<file path="src/rtl/riscv_pkg.sv">
// Shared definitions for the core's memory-side blocks: arbiter state encoding
// and default address/data widths.
package riscv_pkg;

    localparam int AW_DEFAULT = 32;
    localparam int DW_DEFAULT = 32;

    typedef enum logic [1:0] {
        ST_IDLE  = 2'd0,
        ST_IBUSY = 2'd1,
        ST_DBUSY = 2'd2
    } arb_state_e;

endpackage

</file>
<file path="src/rtl/mem_port_arbiter.sv">
// Shares the single unified memory port between fetch (IF) and data (MEM) accesses.
// Data wins by default; a starvation counter forces a fetch grant after STARVE_LIMIT data grants.
//
// state    | meaning
// ST_IDLE  | no access outstanding, arbitrate pending requests
// ST_IBUSY | fetch access on the memory port, waiting for mem_ready
// ST_DBUSY | data access on the memory port, waiting for mem_ready
module mem_port_arbiter
    import riscv_pkg::*;
#(
    parameter int AW           = AW_DEFAULT,
    parameter int DW           = DW_DEFAULT,
    parameter int STARVE_LIMIT = 4
) (
    input  logic          clk,
    input  logic          rst,
    input  logic          if_req,
    input  logic [AW-1:0] if_addr,
    output logic [DW-1:0] if_rdata,
    output logic          if_valid,
    input  logic          d_req,
    input  logic          d_we,
    input  logic [AW-1:0] d_addr,
    input  logic [DW-1:0] d_wdata,
    output logic [DW-1:0] d_rdata,
    output logic          d_valid,
    output logic          stall_if,
    output logic          stall_mem,
    output logic          mem_req,
    output logic          mem_we,
    output logic [AW-1:0] mem_addr,
    output logic [DW-1:0] mem_wdata,
    input  logic [DW-1:0] mem_rdata,
    input  logic          mem_ready
);

    localparam int            CW      = $clog2(STARVE_LIMIT + 1);
    localparam logic [CW-1:0] CNT_MAX = CW'(STARVE_LIMIT);

    arb_state_e    state_q, state_d;
    logic [CW-1:0] starve_cnt_q, starve_cnt_d;
    logic          mem_we_q, mem_we_d;
    logic [AW-1:0] mem_addr_q, mem_addr_d;
    logic [DW-1:0] mem_wdata_q, mem_wdata_d;
    logic          if_valid_q, if_valid_d;
    logic          d_valid_q, d_valid_d;
    logic [DW-1:0] if_rdata_q, if_rdata_d;
    logic [DW-1:0] d_rdata_q, d_rdata_d;

    logic idle, if_pend, d_pend, grant_if, grant_d;

    always_ff @(posedge clk) begin
        if (rst) begin
            state_q      <= ST_IDLE;
            starve_cnt_q <= '0;
            mem_we_q     <= 1'b0;
            mem_addr_q   <= '0;
            mem_wdata_q  <= '0;
            if_valid_q   <= 1'b0;
            d_valid_q    <= 1'b0;
            if_rdata_q   <= '0;
            d_rdata_q    <= '0;
        end else begin
            state_q      <= state_d;
            starve_cnt_q <= starve_cnt_d;
            mem_we_q     <= mem_we_d;
            mem_addr_q   <= mem_addr_d;
            mem_wdata_q  <= mem_wdata_d;
            if_valid_q   <= if_valid_d;
            d_valid_q    <= d_valid_d;
            if_rdata_q   <= if_rdata_d;
            d_rdata_q    <= d_rdata_d;
        end
    end

    // A side whose valid is pulsing still holds its old request; it must not be re-granted.
    always_comb begin
        idle     = (state_q == ST_IDLE);
        if_pend  = if_req & ~if_valid_q;
        d_pend   = d_req & ~d_valid_q;
        grant_if = idle & if_pend & (~d_pend | (starve_cnt_q == CNT_MAX));
        grant_d  = idle & d_pend & ~grant_if;

        state_d = state_q;
        case (state_q)
            ST_IDLE: begin
                if (grant_if)     state_d = ST_IBUSY;
                else if (grant_d) state_d = ST_DBUSY;
            end
            ST_IBUSY, ST_DBUSY: begin
                if (mem_ready) state_d = ST_IDLE;
            end
            default: state_d = ST_IDLE;
        endcase
    end

    always_comb begin
        mem_we_d     = mem_we_q;
        mem_addr_d   = mem_addr_q;
        mem_wdata_d  = mem_wdata_q;
        if_rdata_d   = if_rdata_q;
        d_rdata_d    = d_rdata_q;
        if_valid_d   = 1'b0;
        d_valid_d    = 1'b0;
        starve_cnt_d = starve_cnt_q;

        if (grant_if) begin
            mem_addr_d = if_addr;
            mem_we_d   = 1'b0;
        end else if (grant_d) begin
            mem_addr_d  = d_addr;
            mem_we_d    = d_we;
            mem_wdata_d = d_wdata;
        end

        if ((state_q == ST_IBUSY) && mem_ready) begin
            if_rdata_d = mem_rdata;
            if_valid_d = 1'b1;
        end
        if ((state_q == ST_DBUSY) && mem_ready) begin
            d_rdata_d = mem_rdata;
            d_valid_d = 1'b1;
        end

        if (grant_if || (idle && !if_pend)) begin
            starve_cnt_d = '0;
        end else if (grant_d && (starve_cnt_q != CNT_MAX)) begin
            starve_cnt_d = starve_cnt_q + CW'(1);
        end
    end

    assign mem_req   = (state_q != ST_IDLE);
    assign mem_we    = mem_we_q;
    assign mem_addr  = mem_addr_q;
    assign mem_wdata = mem_wdata_q;
    assign if_valid  = if_valid_q;
    assign d_valid   = d_valid_q;
    assign if_rdata  = if_rdata_q;
    assign d_rdata   = d_rdata_q;
    assign stall_if  = if_req & ~if_valid_q;
    assign stall_mem = d_req & ~d_valid_q;

endmodule

</file>
<file path="config.mk">
export PLATFORM = sky130hd
export DESIGN_NAME = mem_port_arbiter
export DESIGN_NICKNAME = d
export VERILOG_FILES = /design/src/rtl/riscv_pkg.sv /design/src/rtl/mem_port_arbiter.sv
export SDC_FILE = /design/constraint.sdc
export NUM_CORES = 1
export LEC_CHECK = 0
export ABC_CLOCK_PERIOD_IN_PS = 3450
export BUFFER_PORTS_ARGS = -buffer_cell sky130_fd_sc_hd__buf_2
export CAP_MARGIN = 25
export CORE_ASPECT_RATIO = 2
export CORE_MARGIN = 2
export CORE_UTILIZATION = 44
export CTS_CLUSTER_DIAMETER = 120
export DETAILED_ROUTE_END_ITERATION = 7
export PLACE_DENSITY = 0.78
export SLEW_MARGIN = 20
export SYNTH_ARGS = -nofsm -noshare
export SYNTH_HDL_FRONTEND = slang
export SYNTH_SLANG_ARGS = --single-unit
</file>
<file path="constraint.sdc">
create_clock -name clk -period 3.45 [get_ports clk]
set_clock_uncertainty 0.2 [all_clocks]
set_input_delay 1.035 -clock clk [delete_from_list [all_inputs] [get_ports clk]]
set_output_delay 1.035 -clock clk [all_outputs]
set_load 0.01 [all_outputs]
</file>
==> impl_metrics.json <==
{
  "timing.final.crit_share": 0.8877,
  "hold_path_class": "reg -> reg",
  "die_area_um2": 12780,
  "ys_types": 29,
  "nets": 1035,
  "track_usage": 0.2267,
  "regArea_um2": 2723,
  "die_w_um": 80.96,
  "start_util": 0.4480,
  "yosysTopAreaCell": "dfxtp_1",
  "synth-compound-area-share": 0.1738,
  "grt_antenna_before_repair": 0,
  "muxShareOfSynthArea": 0.003842,
  "grt_pass1_wl_um": 22360,
  "ctsHoldBuffers": 0,
  "dp_slack_ns": 0.3697,
  "required_ns": 2.21,
  "vias": 5198,
  "antenna_left": 0,
  "synth-xor-area-share": 0.001681,
  "dr.pass1.iters": 4,
  "cts_resized": 0,
  "setup_ws_ns": 0.3876,
  "hold_viol": 0,
  "drc_errors": 0,
  "ios": 268,
  "switching_share": 0.2670,
  "cts_tree": "built",
  "cp-start-kind": "input pin",
  "dp_hpwl_um": 10680,
  "final_area_um2": 7217,
  "synthTopCellsByCount": "nand2_1, dfxtp_1, a21oi_1",
  "period_minus_slack_ns": 3.062,
  "grt_max_degree": 70,
  "rsz0062_at_grt": "no",
  "row_count": 56,
  "synth-edff-count": 0,
  "leakage_nw": 3.366,
  "critPathCaptureType": "output pin",
  "syn-cell-area_um2": 5211,
  "cp_max_fo": 6,
  "r2r_slack_ns": 1.00,
  "drive_gt1_frac": 0.3597,
  "clock-root-buffer": "clkbuf_16",
  "overflow": 0,
  "peakVddDrop_mv": 0.3998,
  "path_class": "in -> out",
  "yosys.area_share.simple": 0.2317,
  "synth_nets": 788,
  "via_per_inst": 4.932,
  "grt_pass1_vias": 4825,
  "p_per_area_nw_per_um2": 595.5,
  "p_clk_frac": 0.435,
  "async_reset_ff_frac": 0,
  "holdPathStages": 2,
  "drt_iter0_drc": 206,
  "syn_avg_cell_area_um2": 8.030,
  "slew_viol_final": 0,
  "portBuffers": 267,
  "combinationalPowerShare": 0.157,
  "area_growth_pct": 38.49,
  "drv_cap": 0,
  "yosysMostFrequentCell": "nand2_1",
  "fillers": 1043,
  "wire_per_inst_um": 14.06,
  "coreArea_um2": 11630,
  "ff2ff_path_depth": 7,
  "final.setup.tns_ns": 0,
  "outcome": "finished clean",
  "yosys_warnings": 0,
  "placed_cell_area_um2": 6595,
  "multi_input_area_um2": 2215,
  "wl_um": 14820,
  "p_int_mw": 3.150,
  "synth_area_leaders": "dfxtp_1, nand2_1, a21oi_1",
  "cts_sinks": 136,
  "die_h_um": 157.9,
  "p_seq_frac": 0.407,
  "p_sw_mw": 1.147,
  "worst_pin_slew_ns": 0.7816,
  "synth_top_area_frac": 0.5224,
  "insertion_delay_ns": 0.40,
  "fin_util": 0.6205,
  "setup_viol": 0,
  "synth_fa_ha_area_frac": 0.01200,
  "synth_top_flop_cell": "dfxtp_1",
  "clkSlewWorstSetupHoldPaths_ns": 0.05,
  "slew-limit-headroom": 0.4764,
  "place_congestion": 0.8120,
  "worst_ep_arrival_time_ns": 1.83,
  "timing.fmax_mhz": 326.5,
  "htreeDepth": 4,
  "antenna_cells": 0,
  "synth.ff_latch_count": 136,
  "seq_area_frac_synth": 0.5224,
  "clockBufferDepth": 2,
  "post_cts_buffers": 0,
  "synthCells": 649,
  "numCtsBuffers": 17,
  "synth_top_family_by_area": "simple AND/OR/NAND/NOR gates"
}
worst max-delay path: stages:
cell	delay [ns]
buf_2	0.09
nor2b_1	0.47
buf_2	0.23
state kept, by name, summed over array words and instances (netlist names):
signal and flops:
d_rdata 32, d_valid 1, if_rdata 32, if_valid 1, mem_addr 32, mem_wdata 32
mem_we 1, starve_cnt_q 3, state_q 2
worst paths after layout:
kind | from | endpoint
hold / removal | mem_wdata[28] | mem_wdata[28]
setup reg to reg | starve_cnt_q[0] | mem_addr[28]
hold reg to reg | mem_wdata[28] | mem_wdata[28]
setup / recovery | if_req | stall_if
logic make-up after synthesis:
| kind of cell | count (synthesis) |
|---|---|
| XOR/XNOR | 1 |
| buffers and inverters | 57 |
| adder cells (fa/ha/maj) | 5 |
| flip-flops | 136 |
| multiplexers | 2 |
| AO/OA/AOI/OAI | 136 |
| AND/OR/NAND/NOR | 312 |
layer usage:
layer | global-route usage | wire length [um] | up-vias
met1 | 0.2330 | 5470 | 2319
met3 | 0.06842 | 1131 | 31
met2 | 0.4038 | 7820 | 220
met5 | 0 | 0 | -
li1 | - | - | 2628
met4 | 0.1154 | 397 | 0
per-stage QoR:
stage                     power [mW]  hold slack (ns)  instances
after floorplan                2.193           0.2805        649
after detailed placement       2.463           0.2435       1022
after CTS                      4.340           0.2516       1054
final                          4.298           0.2502       1054
after global routing           4.507           0.2645       1054
after global placement         2.445           0.2390       1022
power by group through the flow:
stage                     combinational (mW)  clock (mW)  sequential [mW]
final                                  0.677        1.87             1.75
after global routing                   0.752        1.99             1.76
after CTS                              0.683        1.91             1.75
after detailed placement               0.681           0             1.78
after global placement                 0.666           0             1.78
after floorplan                        0.357           0             1.84
cell type report:
class,instances,share of cell area
flip-flops and latches,136,0.3773
multi-input cells,456,0.3069
repair buffers,279,0.2015
clock buffers,19,0.06276
well taps,145,0.02514
clock inverters,13,0.02340
inverters,6,0.003121
cell usage in the layout, fill, tap and decap left out, types with 3 or more instances in the layout:
master	synthesis	final
clkinvlp_4	0	4
nor2b_1	3	3
a311oi_2	11	11
bufinv_16	0	3
a311oi_1	22	22
inv_1	5	5
a21oi_1	97	97
ha_1	5	5
buf_2	11	266
and2_1	4	4
inv_6	0	3
clkbuf_16	0	17
dfxtp_1	136	136
nor2_1	37	37
nand2_1	261	261
buf_4	7	11
No activity file was read; power rests on OpenSTA's default activity.
